===== src/rtl/cpu_branch_pkg.sv =====
// cpu_branch_pkg: shared encodings and defaults for the branch sequencer slice.
// Contents: data/offset width defaults, reset PC default, op and C2 condition
// encodings, FSM state codes, the captured request payload, and a reference
// condition function for the CON evaluator.
package cpu_branch_pkg;

   localparam int unsigned DATA_W_DEF   = 32;
   localparam int unsigned OFFSET_W_DEF = 19;
   localparam int unsigned OP_W         = 2;
   localparam int unsigned C2_W         = 4;
   localparam int unsigned STATE_W      = 3;
   localparam int unsigned STAT_W       = 16;

   localparam logic [31:0] RESET_PC_DEF = 32'h0000_0000;

   // Operation encodings carried on op
   localparam logic [OP_W-1:0] OP_NOP = 2'b00;
   localparam logic [OP_W-1:0] OP_BR  = 2'b01;
   localparam logic [OP_W-1:0] OP_JR  = 2'b10;
   localparam logic [OP_W-1:0] OP_JAL = 2'b11;

   // IR[22:19] condition encodings
   localparam logic [C2_W-1:0] C2_ZR = 4'd0;
   localparam logic [C2_W-1:0] C2_NZ = 4'd1;
   localparam logic [C2_W-1:0] C2_PL = 4'd2;
   localparam logic [C2_W-1:0] C2_MI = 4'd3;

   // Sequencer states
   localparam logic [STATE_W-1:0] ST_IDLE   = 3'd0;
   localparam logic [STATE_W-1:0] ST_COND   = 3'd1;
   localparam logic [STATE_W-1:0] ST_LATCH  = 3'd2;
   localparam logic [STATE_W-1:0] ST_LINK   = 3'd3;
   localparam logic [STATE_W-1:0] ST_UPDATE = 3'd4;
   localparam logic [STATE_W-1:0] ST_DONE   = 3'd5;

   // Request fields captured with start
   typedef struct packed {
      logic [OP_W-1:0] op;
      logic [C2_W-1:0] c2;
   } br_req_t;

   // Reference CON evaluation of a register value against a C2 code
   function automatic logic cond_met(input logic [C2_W-1:0] c2,
                                     input logic [DATA_W_DEF-1:0] value);
      case (c2)
         C2_ZR:   return (value == '0);
         C2_NZ:   return (value != '0);
         C2_PL:   return !value[DATA_W_DEF-1];
         C2_MI:   return value[DATA_W_DEF-1];
         default: return 1'b0;
      endcase
   endfunction

endpackage


===== src/rtl/branch_sequencer_if.sv =====
// branch_sequencer_if: request, condition-evaluator and PC/link signals of the
// branch sequencer.
//   slave  : sequencer side (branch_sequencer)
//   master : requester / evaluator side
// taken_count / not_taken_count are always present; they read 0 unless the
// design is built with BRANCH_STATS_EN.
interface branch_sequencer_if
   import cpu_branch_pkg::*;
#(
   parameter int unsigned DATA_W   = DATA_W_DEF,
   parameter int unsigned OFFSET_W = OFFSET_W_DEF
);
   logic                start;
   logic [OP_W-1:0]     op;
   logic [C2_W-1:0]     c2;
   logic [OFFSET_W-1:0] offset;
   logic [DATA_W-1:0]   ra_value;
   logic                pc_inc;
   logic                con_en;
   logic [C2_W-1:0]     con_c2;
   logic                con_value;
   logic [DATA_W-1:0]   pc;
   logic                link_we;
   logic [DATA_W-1:0]   link_value;
   logic                busy;
   logic                done;
   logic                branch_taken;
   logic                con_ff;
   logic [STAT_W-1:0]   taken_count;
   logic [STAT_W-1:0]   not_taken_count;

   modport slave (
      input  start, op, c2, offset, ra_value, pc_inc, con_value,
      output con_en, con_c2, pc, link_we, link_value, busy, done,
             branch_taken, con_ff, taken_count, not_taken_count
   );

   modport master (
      output start, op, c2, offset, ra_value, pc_inc, con_value,
      input  con_en, con_c2, pc, link_we, link_value, busy, done,
             branch_taken, con_ff, taken_count, not_taken_count
   );
endinterface


===== src/rtl/branch_target_adder.sv =====
// branch_target_adder: combinational branch target, base + sign-extended offset.
//   base     : current PC
//   offset   : signed branch offset, MSB is the sign bit
//   target_c : base + sext(offset), wrapping modulo 2^DATA_W
module branch_target_adder #(
   parameter int unsigned DATA_W   = 32,
   parameter int unsigned OFFSET_W = 19
) (
   input  logic [DATA_W-1:0]   base,
   input  logic [OFFSET_W-1:0] offset,
   output logic [DATA_W-1:0]   target_c
);
   logic [DATA_W-1:0] offset_sext;

   assign offset_sext = {{(DATA_W - OFFSET_W){offset[OFFSET_W-1]}}, offset};
   assign target_c    = base + offset_sext;
endmodule


===== src/rtl/branch_sequencer.sv =====
// branch_sequencer: strobes the condition evaluator, latches CON, and sequences
// PC updates for br / jr / jal; owns the architectural PC including the
// sequential fetch increment, and issues the R15 link write for jal.
// Ports:
//   clock   : system clock, rising edge
//   clear_n : asynchronous active-low reset
//   bus     : branch_sequencer_if.slave (start/op/c2/offset/ra_value/pc_inc in,
//             con_en/con_c2 to evaluator, con_value back, pc, link_we/link_value,
//             busy, done, branch_taken, con_ff, taken_count, not_taken_count)
// Build option: BRANCH_STATS_EN adds saturating taken / not-taken BR counters;
// without it both count outputs are tied to 0.
module branch_sequencer
   import cpu_branch_pkg::*;
#(
   parameter int unsigned       DATA_W   = DATA_W_DEF,
   parameter int unsigned       OFFSET_W = OFFSET_W_DEF,
   parameter logic [DATA_W-1:0] RESET_PC = DATA_W'(RESET_PC_DEF)
) (
   input logic               clock,
   input logic               clear_n,
   branch_sequencer_if.slave bus
);
   logic [STATE_W-1:0]  state;
   logic [STATE_W-1:0]  state_nx;
   br_req_t             req_q;
   logic [OFFSET_W-1:0] offset_q;
   logic [DATA_W-1:0]   pc_q;
   logic [DATA_W-1:0]   link_value_q;
   logic [DATA_W-1:0]   target_c;
   logic                con_ff_q;
   logic                taken_q;
   logic                con_en_q;
   logic                link_we_q;
   logic                done_q;
   logic                busy_q;

   branch_target_adder #(
      .DATA_W   (DATA_W),
      .OFFSET_W (OFFSET_W)
   ) u_target (
      .base     (pc_q),
      .offset   (offset_q),
      .target_c (target_c)
   );

   // State register
   always_ff @(posedge clock or negedge clear_n) begin
      if (!clear_n) state <= ST_IDLE;
      else          state <= state_nx;
   end

   // Next-state decode
   always_comb begin
      state_nx = state;
      case (state)
         ST_IDLE: begin
            if (bus.start) begin
               case (bus.op)
                  OP_NOP:  state_nx = ST_DONE;
                  OP_BR:   state_nx = ST_COND;
                  OP_JR:   state_nx = ST_UPDATE;
                  default: state_nx = ST_LINK;
               endcase
            end
         end
         ST_COND:   state_nx = ST_LATCH;
         ST_LATCH:  state_nx = ST_UPDATE;
         ST_LINK:   state_nx = ST_UPDATE;
         ST_UPDATE: state_nx = ST_DONE;
         default:   state_nx = ST_IDLE;
      endcase
   end

   // Strobes are registered from the next state so they coincide with it
   always_ff @(posedge clock or negedge clear_n) begin
      if (!clear_n) begin
         con_en_q  <= 1'b0;
         link_we_q <= 1'b0;
         done_q    <= 1'b0;
         busy_q    <= 1'b0;
      end else begin
         con_en_q  <= (state_nx == ST_COND);
         link_we_q <= (state_nx == ST_LINK);
         done_q    <= (state_nx == ST_DONE);
         busy_q    <= (state_nx != ST_IDLE);
      end
   end

   // Request capture, PC, CON flip-flop, link value and branch result
   always_ff @(posedge clock or negedge clear_n) begin
      if (!clear_n) begin
         req_q        <= '0;
         offset_q     <= '0;
         pc_q         <= RESET_PC;
         link_value_q <= '0;
         con_ff_q     <= 1'b0;
         taken_q      <= 1'b0;
      end else begin
         case (state)
            ST_IDLE: begin
               // start has priority; a simultaneous pc_inc is dropped
               if (bus.start) begin
                  req_q    <= '{op: bus.op, c2: bus.c2};
                  offset_q <= bus.offset;
               end else if (bus.pc_inc) begin
                  pc_q <= pc_q + DATA_W'(1);
               end
               // pc is not modified on the cycle that enters LINK
               if (state_nx == ST_LINK) link_value_q <= pc_q;
            end
            ST_LATCH: con_ff_q <= bus.con_value;
            ST_UPDATE: begin
               if (req_q.op == OP_BR) begin
                  taken_q <= con_ff_q;
                  if (con_ff_q) pc_q <= target_c;
               end else begin
                  taken_q <= 1'b1;
                  pc_q    <= bus.ra_value;
               end
            end
            default: ;
         endcase
      end
   end

`ifdef BRANCH_STATS_EN
   logic [STAT_W-1:0] taken_cnt_q;
   logic [STAT_W-1:0] not_taken_cnt_q;

   // Saturating BR outcome counters, bumped as DONE retires
   always_ff @(posedge clock or negedge clear_n) begin
      if (!clear_n) begin
         taken_cnt_q     <= '0;
         not_taken_cnt_q <= '0;
      end else if (state == ST_DONE && req_q.op == OP_BR) begin
         if (taken_q) begin
            if (taken_cnt_q != '1) taken_cnt_q <= taken_cnt_q + STAT_W'(1);
         end else begin
            if (not_taken_cnt_q != '1) not_taken_cnt_q <= not_taken_cnt_q + STAT_W'(1);
         end
      end
   end

   assign bus.taken_count     = taken_cnt_q;
   assign bus.not_taken_count = not_taken_cnt_q;
`else
   assign bus.taken_count     = '0;
   assign bus.not_taken_count = '0;
`endif

   assign bus.con_en       = con_en_q;
   assign bus.con_c2       = req_q.c2;
   assign bus.pc           = pc_q;
   assign bus.link_we      = link_we_q;
   assign bus.link_value   = link_value_q;
   assign bus.busy         = busy_q;
   assign bus.done         = done_q;
   assign bus.branch_taken = taken_q;
   assign bus.con_ff       = con_ff_q;
endmodule


===== src/flat_wrapper.sv =====
// flat-port wrapper written by rule: the top's interface ports become plain ports
module branch_sequencer_flat import cpu_branch_pkg::*;
#(
   parameter int unsigned       DATA_W   = DATA_W_DEF,
   parameter int unsigned       OFFSET_W = OFFSET_W_DEF,
   parameter logic [DATA_W-1:0] RESET_PC = DATA_W'(RESET_PC_DEF)
)
  (clock, clear_n, bus_start, bus_op, bus_c2, bus_offset, bus_ra_value, bus_pc_inc, bus_con_value, bus_con_en, bus_con_c2, bus_pc, bus_link_we, bus_link_value, bus_busy, bus_done, bus_branch_taken, bus_con_ff, bus_taken_count, bus_not_taken_count);
  branch_sequencer_if #(.DATA_W(DATA_W), .OFFSET_W(OFFSET_W)) bus_i ();
  input logic clock;
  input logic clear_n;
  input wire logic [$bits(bus_i.start)-1:0] bus_start;
  input wire logic [$bits(bus_i.op)-1:0] bus_op;
  input wire logic [$bits(bus_i.c2)-1:0] bus_c2;
  input wire logic [$bits(bus_i.offset)-1:0] bus_offset;
  input wire logic [$bits(bus_i.ra_value)-1:0] bus_ra_value;
  input wire logic [$bits(bus_i.pc_inc)-1:0] bus_pc_inc;
  input wire logic [$bits(bus_i.con_value)-1:0] bus_con_value;
  output wire logic [$bits(bus_i.con_en)-1:0] bus_con_en;
  output wire logic [$bits(bus_i.con_c2)-1:0] bus_con_c2;
  output wire logic [$bits(bus_i.pc)-1:0] bus_pc;
  output wire logic [$bits(bus_i.link_we)-1:0] bus_link_we;
  output wire logic [$bits(bus_i.link_value)-1:0] bus_link_value;
  output wire logic [$bits(bus_i.busy)-1:0] bus_busy;
  output wire logic [$bits(bus_i.done)-1:0] bus_done;
  output wire logic [$bits(bus_i.branch_taken)-1:0] bus_branch_taken;
  output wire logic [$bits(bus_i.con_ff)-1:0] bus_con_ff;
  output wire logic [$bits(bus_i.taken_count)-1:0] bus_taken_count;
  output wire logic [$bits(bus_i.not_taken_count)-1:0] bus_not_taken_count;
  assign bus_i.start = bus_start;
  assign bus_i.op = bus_op;
  assign bus_i.c2 = bus_c2;
  assign bus_i.offset = bus_offset;
  assign bus_i.ra_value = bus_ra_value;
  assign bus_i.pc_inc = bus_pc_inc;
  assign bus_i.con_value = bus_con_value;
  assign bus_con_en = bus_i.con_en;
  assign bus_con_c2 = bus_i.con_c2;
  assign bus_pc = bus_i.pc;
  assign bus_link_we = bus_i.link_we;
  assign bus_link_value = bus_i.link_value;
  assign bus_busy = bus_i.busy;
  assign bus_done = bus_i.done;
  assign bus_branch_taken = bus_i.branch_taken;
  assign bus_con_ff = bus_i.con_ff;
  assign bus_taken_count = bus_i.taken_count;
  assign bus_not_taken_count = bus_i.not_taken_count;
  branch_sequencer #(.DATA_W(DATA_W), .OFFSET_W(OFFSET_W), .RESET_PC(RESET_PC)) u_core (.clock(clock), .clear_n(clear_n), .bus(bus_i));
endmodule

===== config.mk =====
export PLATFORM = sky130hd
export DESIGN_NAME = branch_sequencer_flat
export DESIGN_NICKNAME = d
export VERILOG_FILES = /design/src/rtl/cpu_branch_pkg.sv /design/src/rtl/branch_sequencer_if.sv /design/src/rtl/branch_target_adder.sv /design/src/rtl/branch_sequencer.sv /design/src/flat_wrapper.sv
export SDC_FILE = /design/constraint.sdc
export NUM_CORES = 1
export LEC_CHECK = 0
export BUFFER_PORTS_ARGS = -buffer_cell sky130_fd_sc_hd__buf_2
export CAP_MARGIN = 10
export CORE_UTILIZATION = 48
export CTS_CLUSTER_SIZE = 10
export DETAILED_ROUTE_END_ITERATION = 8
export GPL_ROUTABILITY_DRIVEN = 1
export PLACE_DENSITY = 0.76
export SETUP_SLACK_MARGIN = 0.05
export SLEW_MARGIN = 10
export SYNTH_ARGS = -nofsm -noshare
export SYNTH_HDL_FRONTEND = slang
export SYNTH_HIERARCHICAL = 1
export SYNTH_SLANG_ARGS = --single-unit

===== constraint.sdc =====
create_clock -name clock -period 2.88 [get_ports clock]
set_clock_uncertainty 0.1 [all_clocks]
set_input_delay 0.288 -clock clock [delete_from_list [all_inputs] [get_ports clock]]
set_output_delay 0.288 -clock clock [all_outputs]
set_load 0.1 [all_outputs]

==> results.py, run 1 <==
metrics = {
    "setup_path": {
        "r2r_cells": 11,
        "critical_path_arrival_ps": 3060,
        "crit_required_ps": 3040,
        "cp_slowest_cell": "dfrtp_4",
        "max_stage_delay_ps": 490,
        "crit_family": "compound AO/OA/AOI/OAI gates",
        "reg2reg_from": "u_core/bus.pc[5]",
        "cp-start-kind": "flip-flop",
        "crit_type": "reg2reg",
        "crit_path_max_fanout": 4,
        "r2r_slack_ps": -30,
        "r2r-end": "u_core/bus.pc[31]",
        "path_buf_inv": 0,
        "cp_num_cells": 11,
        "crit_chain": "ha_4 > o21a_1 > o211ai_1 > o21bai_4 > a22oi_4 > a311oi_4 > o311a_1 > or3_4 > o32ai_2 > a21oi_1 > a21o_1",
        "end_kind": "flip-flop",
    },
    "global_route": {
        "grt_max_degree": 72,
        "antenna_found_initial": 0,
        "grt_util_all_layers": 0.298,
        "first_global_vias": 6525,
        "grt_pass1_wl_um": 34000,
        "grt_remaining_overflow": 0,
    },
    "timing": {
        "rsz0062_at_grt": "true",
        "slew_headroom": 0.368,
        "fin_crit_sh": 1.01,
        "worstMarginPinSlew_ps": 949,
        "setup_viol_count_final": 1,
        "hold_violations": 0,
        "finalCriticalPeriod_ps": 2910,
        "setup_slack_ps": -28.1,
        "drv_slew": 0,
        "max_freq_mhz": 344,
        "tns_ps": -28.1,
    },
    "yosys": {
        "async_reset_ff_frac": 1.00,
        "synth_edf_count": 0,
        "synth_ff_type": "dfrtp_1",
        "ys_warn_count": 6,
        "synth.distinct_cells": 66,
        "syn-instance-count": 766,
        "ys_seq_area_frac": 0.354,
        "syn_area_per_cell_sq_um": 9.04,
        "ys_ff_latch": 98,
        "synth_area_sq_um": 6930,
    },
    "finish": {
        "n_fill_cell": 1173,
        "fin_area_sq_um": 9140,
        "mostFrequentLayoutCells": "buf_2, buf_4, nand2_1",
        "syn2layout_area_growth_pct": 31.9,
        "multiInputGateArea_sq_um": 4500,
        "drive_gt1_frac": 0.430,
        "final_common_cell": "buf_2",
        "stdcell_count": 1152,
        "register_area_sq_um": 2540,
        "antenna_cells": 0,
        "finalNetCount": 1062,
    },
    "floorplan": {
        "die_w_um": 122,
        "start_util": 0.495,
        "die-area_sq_um": 14900,
        "boundaryPins": 168,
        "die_h_um": 122,
        "core_area_sq_um": 14000,
        "row_count": 43,
    },
    "hold_path": {
        "min_from": "bus_offset[8]",
        "hold_depth": 2,
        "worstHoldEndpoint": "u_core/offset_q[8]",
        "hold_path.class": "in2reg",
    },
    "job": {
        "maxCapViolCount": 0,
    },
    "clock_network": {
        "clk_pin_slew_ps": 80,
        "numCtsBuffers": 9,
        "tritoncts": "built",
        "cts-root-buf": "clkbuf_16",
        "clock_sinks": 98,
        "cts_buffer_depth": 2,
        "clk_latency_ps": 360,
        "cts_max_level": 3,
    },
    "placement": {
        "io_buffer_count": 135,
        "dp_hpwl_um": 16000,
        "place_area_sq_um": 8450,
        "placedCellCount": 1124,
        "dp_worst_setup_slack_ps": -81.0,
        "place.gp.congestion": 0.974,
    },
    "detailed_routing": {
        "wl_per_cell_um": 19.1,
        "vias": 6893,
        "drtIter0Drc": 741,
        "via_per_inst": 5.98,
        "drcViolationCount": 0,
        "drt-total-wl_um": 22000,
        "drt_pass1_iterations": 6,
        "ant_nets": 0,
    },
    "run_status": {
        "violations": "negative setup slack",
        "outcome": "finished with violations",
    },
}
[state kept, by name, summed over array words and instances (netlist names)]
register and flops:
u_core/bus.link_value 32, u_core/bus.pc 32, u_core/bus.con_ff 1, u_core/bus.link_we 1, u_core/req_q 2, u_core/bus.branch_taken 1, u_core/bus.con_en 1, u_core/bus.busy 1
u_core/offset_q 19, u_core/bus.con_c2 4, u_core/bus.done 1, u_core/state 3
[worst max-delay path by stage]
| stage | from | endpoint |
|---|---|---|
| 6_report | u_core/bus.pc[5] | u_core/bus.pc[31] |
| 2_1_floorplan | u_core/bus.pc[5] | u_core/bus.pc[31] |
| 3_5_place_dp | u_core/bus.pc[0] | u_core/bus.pc[24] |
| 4_1_cts | u_core/bus.pc[8] | u_core/bus.pc[31] |
| 5_1_grt | u_core/bus.pc[6] | u_core/bus.pc[18] |
| 3_3_place_gp | u_core/offset_q[18] | u_core/bus.pc[26] |
[synthesized netlist by cell type, drive strengths merged (3+ instances only)]
library cell / count / area share
nand3: 43 / 0.031
clkbuf: 21 / 0.011
nor3: 13 / 0.010
mux2i: 4 / 0.0058
a21o: 21 / 0.023
nor4: 4 / 0.0054
and4: 8 / 0.010
o211ai: 3 / 0.0033
dfrtp: 98 / 0.35
nand2: 98 / 0.053
o32ai: 3 / 0.0038
mux2: 58 / 0.094
a2bb2oi: 6 / 0.0076
buf: 59 / 0.057
ha: 32 / 0.058
and3: 13 / 0.012
a21oi: 66 / 0.048
a311oi: 9 / 0.014
xnor2: 13 / 0.016
a31oi: 12 / 0.011
o21ai: 40 / 0.029
o21a: 4 / 0.0043
o21bai: 5 / 0.0070
or2: 3 / 0.0027
nand4: 19 / 0.019
nor2: 31 / 0.017
o311ai: 4 / 0.0051
nand2b: 6 / 0.0054
a211oi: 4 / 0.0043
inv: 10 / 0.0054
o22a: 5 / 0.0063
and2: 5 / 0.0045
xor2: 15 / 0.019
[routing by layer]
layer	global-route usage	up-vias	share of wire
li1	-	3146	-
met1	0.414	3338	0.44
met2	0.471	370	0.46
met3	0.0595	39	0.086
met4	0.0816	0	0.015
met5	0	-	0
[logic make-up (layout without fill, tap and decap cells)]
logic type	Yosys count	in the layout	share of synthesized area
other	1	32	0.000541
AOI/OAI and AO/OA	201	201	0.193
muxes	62	62	0.100
DFF	98	98	0.354
adders and majority gates	33	33	0.0607
buffers and inverters	90	265	0.0735
and+or+nand+nor	253	253	0.183
xor gates and xnor gates	28	28	0.0354
[layout make-up]
| cell class | count | area share |
|---|---|---|
| Multi-Input combinational cell | 609 | 0.493 |
| Sequential cell | 98 | 0.278 |
| Timing Repair Buffer | 239 | 0.165 |
| Clock buffer | 10 | 0.0262 |
| Tap cell | 180 | 0.0246 |
| Clock inverter | 6 | 0.00917 |
| Inverter | 10 | 0.00411 |
[worst reg2reg max path, delay by kind of cell, from the launching register on]
kind | cells | cell delay, ps
adders and majority gates | 1 | 300
DFF | 1 | 490
and+or+nand+nor | 1 | 380
AOI/OAI and AO/OA | 9 | 1540
[timing repair]
action | 4_1_cts | 5_1_grt
setup endpoints to repair | 10 | 17
resized for setup | 29 | 34
buffers inserted | 7 | 4
hold endpoints to repair | 27 | 0
pin swaps | 22 | 32
hold buffers | 1 | 0
[stage by stage]
step | util | hold WS (ps)
2_1_floorplan | - | -108
3_3_place_gp | 0.604 | 140
3_5_place_dp | 0.604 | 144
4_1_cts | 0.641 | 50.4
5_1_grt | 0.653 | 46.1
6_report | 0.653 | 56.7
Power of run 1 is left out: the tool's default activity adds up to more than one toggle a clock period on the data nets, which glitch-free logic cannot reach.
==> run 2: changes to the inputs <==
- PLACE_DENSITY: 0.76 -> 0.84
- SETUP_SLACK_MARGIN: 0.05 -> 0.5
==> run 2 against run 1 <==
  * The flow still finishes with violations (negative setup slack)
  * Worst setup slack better by 19 ps
  * Hold slack hardly changed
  * Fmax is 0.64% higher
  * Highest routed layer unchanged
==> results.py, run 2 (synthesis results as in run 1) <==
metrics = {
    "floorplan": {
        "core_area_sq_um": 14000,
        "start_util": 0.495,
        "die_w_um": 122,
        "die-area_sq_um": 14900,
        "boundaryPins": 168,
        "die_h_um": 122,
        "row_count": 43,
    },
    "job": {
        "maxCapViolCount": 0,
    },
    "timing": {
        "setup_viol_count_final": 2,
        "hold_violations": 0,
        "holdWs_ps": 56.7,
        "max_freq_mhz": 346,
        "rsz0062_at_grt": "true",
        "fin_crit_sh": 1.00,
        "finalCriticalPeriod_ps": 2890,
        "tns_ps": -19.1,
        "setup_slack_ps": -9.55,
        "drv_slew": 0,
        "worstMarginPinSlew_ps": 889,
        "slew_headroom": 0.406,
    },
    "detailed_routing": {
        "vias": 6995,
        "drt_pass1_iterations": 5,
        "drtIter0Drc": 570,
        "drt-total-wl_um": 22600,
        "ant_nets": 0,
        "wl_per_cell_um": 19.6,
        "via_per_inst": 6.07,
        "drcViolationCount": 0,
    },
    "global_route": {
        "grt_util_all_layers": 0.300,
        "grt_pass1_wl_um": 34300,
        "first_global_vias": 6590,
        "antenna_found_initial": 0,
        "grt_max_degree": 49,
        "grt_remaining_overflow": 0,
    },
    "clock_network": {
        "cts_buffer_depth": 2,
        "numCtsBuffers": 9,
        "cts_max_level": 3,
        "tritoncts": "built",
        "clock_sinks": 98,
        "cts-root-buf": "clkbuf_16",
        "clk_latency_ps": 360,
        "clk_pin_slew_ps": 60,
    },
    "setup_path": {
        "cp-start-kind": "flip-flop",
        "critical_path_arrival_ps": 3040,
        "crit_type": "reg2reg",
        "crit_required_ps": 3030,
        "end_kind": "flip-flop",
        "crit_path_max_fanout": 5,
    },
    "finish": {
        "n_fill_cell": 1060,
        "mostFrequentLayoutCells": "buf_2, nand2_1, buf_4",
        "drive_gt1_frac": 0.466,
        "final_common_cell": "buf_2",
        "syn2layout_area_growth_pct": 37.7,
        "antenna_cells": 0,
        "multiInputGateArea_sq_um": 4850,
        "finalNetCount": 1062,
        "register_area_sq_um": 2550,
    },
    "placement": {
        "dp_worst_setup_slack_ps": -42.1,
        "place.gp.congestion": 1.02,
        "dp_hpwl_um": 15900,
        "io_buffer_count": 135,
    },
    "run_status": {
        "outcome": "finished with violations",
        "violations": "negative setup slack",
    },
    "hold_path": {
        "hold_path.class": "in2reg",
    },
}
[run 2: cell types whose count changed in the layout (fill, tap and decap cells not counted), sizes merged]
cell / before / now
clkbuf: 10 / 14
clkinv: 3 / 1
inv: 12 / 10
[run 2: layer usage]
| metal | track usage | up-vias | part of all wire |
|---|---|---|---|
| met2 | 0.474 | 357 | 0.48 |
| met4 | 0.123 | 0 | 0.029 |
| li1 | - | 3143 | - |
| met1 | 0.404 | 3435 | 0.42 |
| met5 | 0 | - | 0 |
| met3 | 0.0566 | 60 | 0.069 |
[run 2: final timing paths]
path,slack [ps],to,start,cells past startpoint
max,-10,u_core/bus.pc[31],u_core/bus.pc[9],11
min,60,u_core/offset_q[0],bus_offset[0],2
max reg2reg,-10,u_core/bus.pc[31],u_core/bus.pc[9],11
min reg2reg,400,u_core/bus.link_value[20],u_core/bus.link_value[20],1
max in group asynchronous,1600,u_core/bus.link_we,clear_n,3
min in group asynchronous,400,u_core/bus.con_c2[3],clear_n,2
[run 2: critical path, stage by stage, from the launching register on]
cell and delay (ps):
dfrtp_4 490, ha_4 300, and3_4 200, o211ai_1 100
o21bai_4 200, a22oi_4 210, a311oi_4 140, o311a_1 300
or3_4 370, o32ai_2 120, a21oi_1 70, a21o_1 180
[run 2: per-stage QoR]
step,utilization,instances,cell area [sq um]
after floorplan,-,797,7420
after global placement,0.607,1109,8490
after detailed placement,0.607,1109,8490
after CTS,0.653,1144,9140
after global routing,0.682,1152,9540
final,0.682,1152,9540
[run 2: timing repair]
| item | CTS | global route |
|---|---|---|
| setup endpoints to repair | 22 | 28 |
| resized for setup | 44 | 69 |
| pin swaps | 50 | 62 |
| setup buffers | 18 | 8 |
| endpoints found under the hold margin | 46 | 0 |
| hold buffers | 1 | 0 |
[run 2: layout make-up]
type	instances	area share
Clock inverter	2	0.00367
Tap cell	180	0.0236
Clock buffer	14	0.0277
Inverter	10	0.00393
Timing Repair Buffer	239	0.165
Multi-Input combinational cell	609	0.509
Sequential cell	98	0.267
Power of run 2 is left out for the same reason.
==> run 3: changes to the inputs <==
- CORE_ASPECT_RATIO: unset -> 0.8
- SKIP_LAST_GASP: unset -> 1
==> run 3 against run 2 <==
  * Cell count grew 0.69%
  * First-iteration DRC count grew 58%
  * Hold slack gained 8.9 ps
  * Utilization shrank 0.55 points
  * Design area shrank 1.9%
  * Via count grew 1.1%
  * Sequential cell count is the same
  * The run still ends with negative setup slack left
  * Critical path depth is the same
==> results.py, run 3 (synthesis results as in run 1) <==
metrics = {
    "finish": {
        "syn2layout_area_growth_pct": 35.1,
        "mostFrequentLayoutCells": "buf_2, buf_4, nand2_1",
        "multiInputGateArea_sq_um": 4680,
        "n_fill_cell": 1022,
        "final_common_cell": "buf_2",
        "drive_gt1_frac": 0.450,
        "antenna_cells": 0,
        "finalNetCount": 1070,
        "register_area_sq_um": 2550,
    },
    "floorplan": {
        "die_h_um": 109,
        "core_area_sq_um": 13800,
        "die-area_sq_um": 14900,
        "die_w_um": 136,
        "boundaryPins": 168,
        "start_util": 0.501,
        "row_count": 38,
    },
    "clock_network": {
        "cts-root-buf": "clkbuf_16",
        "clock_sinks": 98,
        "tritoncts": "built",
        "cts_buffer_depth": 2,
        "clk_pin_slew_ps": 80,
        "clk_latency_ps": 350,
        "numCtsBuffers": 9,
        "cts_max_level": 3,
    },
    "detailed_routing": {
        "drt_pass1_iterations": 6,
        "wl_per_cell_um": 20.0,
        "drtIter0Drc": 902,
        "vias": 7074,
        "ant_nets": 0,
        "drt-total-wl_um": 23200,
        "drcViolationCount": 0,
        "via_per_inst": 6.10,
    },
    "setup_path": {
        "end_kind": "flip-flop",
        "cp-start-kind": "flip-flop",
        "r2r_slack_ps": -80,
        "r2r_cells": 11,
        "r2r-end": "u_core/bus.pc[31]",
        "reg2reg_from": "u_core/bus.pc[8]",
        "crit_required_ps": 3020,
        "crit_type": "reg2reg",
        "critical_path_arrival_ps": 3110,
        "crit_path_max_fanout": 4,
    },
    "timing": {
        "tns_ps": -267,
        "rsz0062_at_grt": "true",
        "drv_slew": 0,
        "setup_viol_count_final": 6,
        "worstMarginPinSlew_ps": 804,
        "hold_violations": 0,
        "fin_crit_sh": 1.03,
        "slew_headroom": 0.462,
        "finalCriticalPeriod_ps": 2960,
        "setup_slack_ps": -84.5,
        "max_freq_mhz": 337,
    },
    "global_route": {
        "grt_util_all_layers": 0.311,
        "grt_pass1_wl_um": 35400,
        "antenna_found_initial": 0,
        "grt_max_degree": 56,
        "first_global_vias": 6669,
        "grt_remaining_overflow": 0,
    },
    "hold_path": {
        "worstHoldEndpoint": "u_core/offset_q[2]",
        "min_from": "bus_offset[2]",
        "hold_path.class": "in2reg",
        "hold_depth": 2,
    },
    "placement": {
        "io_buffer_count": 135,
        "dp_hpwl_um": 16100,
        "place.gp.congestion": 0.988,
    },
    "run_status": {
        "outcome": "finished with violations",
        "violations": "negative setup slack",
    },
    "job": {
        "maxCapViolCount": 0,
    },
}
## run 3: cell types whose count changed in the layout (fill, tap and decap cells not counted), sizes merged
| cell | previous run | this run |
|---|---|---|
| buf | 238 | 246 |
| clkbuf | 14 | 10 |
| inv | 10 | 13 |
| clkinv | 1 | 2 |
## run 3: worst max-delay path by stage
stage	cells after the start	end	from
6_report	11	u_core/bus.pc[31]	u_core/bus.pc[8]
5_1_grt	11	u_core/bus.pc[31]	u_core/bus.pc[4]
4_1_cts	14	u_core/bus.pc[29]	u_core/offset_q[18]
2_1_floorplan	11	u_core/bus.pc[31]	u_core/bus.pc[5]
3_5_place_dp	14	u_core/bus.pc[29]	u_core/offset_q[18]
3_3_place_gp	12	u_core/bus.pc[31]	u_core/offset_q[18]
## run 3: stage by stage
stage	utilization	cells	hold slack [ps]	instance area, sq um	setup WS, ps
2_1_floorplan	-	797	-108	7420	-70.8
3_3_place_gp	0.615	1120	291	8510	-3.80
3_5_place_dp	0.615	1120	288	8510	-55.1
4_1_cts	0.655	1151	61.9	9060	-6.50
5_1_grt	0.676	1160	73.6	9360	-174
6_report	0.676	1160	65.6	9360	-84.5
## run 3: what timing repair did
item / in CTS / in global routing
endpoints found under the setup margin: 24 / 31
hold buffers: 1 / 0
resized for setup: 23 / 46
buffers inserted: 14 / 9
hold endpoints to repair: 52 / 0
gates cloned: 0 / 0
pin swaps: 30 / 42
## run 3: layer usage
metal | vias to the layer above | routed length [um] | global-route usage
met5 | - | 0 | 0
met4 | 0 | 499 | 0.0960
met3 | 58 | 2490 | 0.0825
met2 | 433 | 10200 | 0.464
met1 | 3412 | 10100 | 0.437
li1 | 3171 | - | -
## run 3: area by class of cell
cell class / count / share of cell area
Timing Repair Buffer: 247 / 0.166
Clock buffer: 10 / 0.0255
Tap cell: 180 / 0.0241
Sequential cell: 98 / 0.272
Clock inverter: 6 / 0.00842
Multi-Input combinational cell: 609 / 0.500
Inverter: 10 / 0.00401
## run 3: worst max-delay path, cell delays in order (launching register included)
cell	delay (ps)
dfrtp_4	490
ha_4	290
and3_4	190
o211ai_1	90
o21bai_4	210
a22oi_4	230
a311oi_4	170
o311a_1	360
or3_1	370
o32ai_2	100
a21oi_1	60
a21o_1	190
Power of run 3 is left out for the same reason.
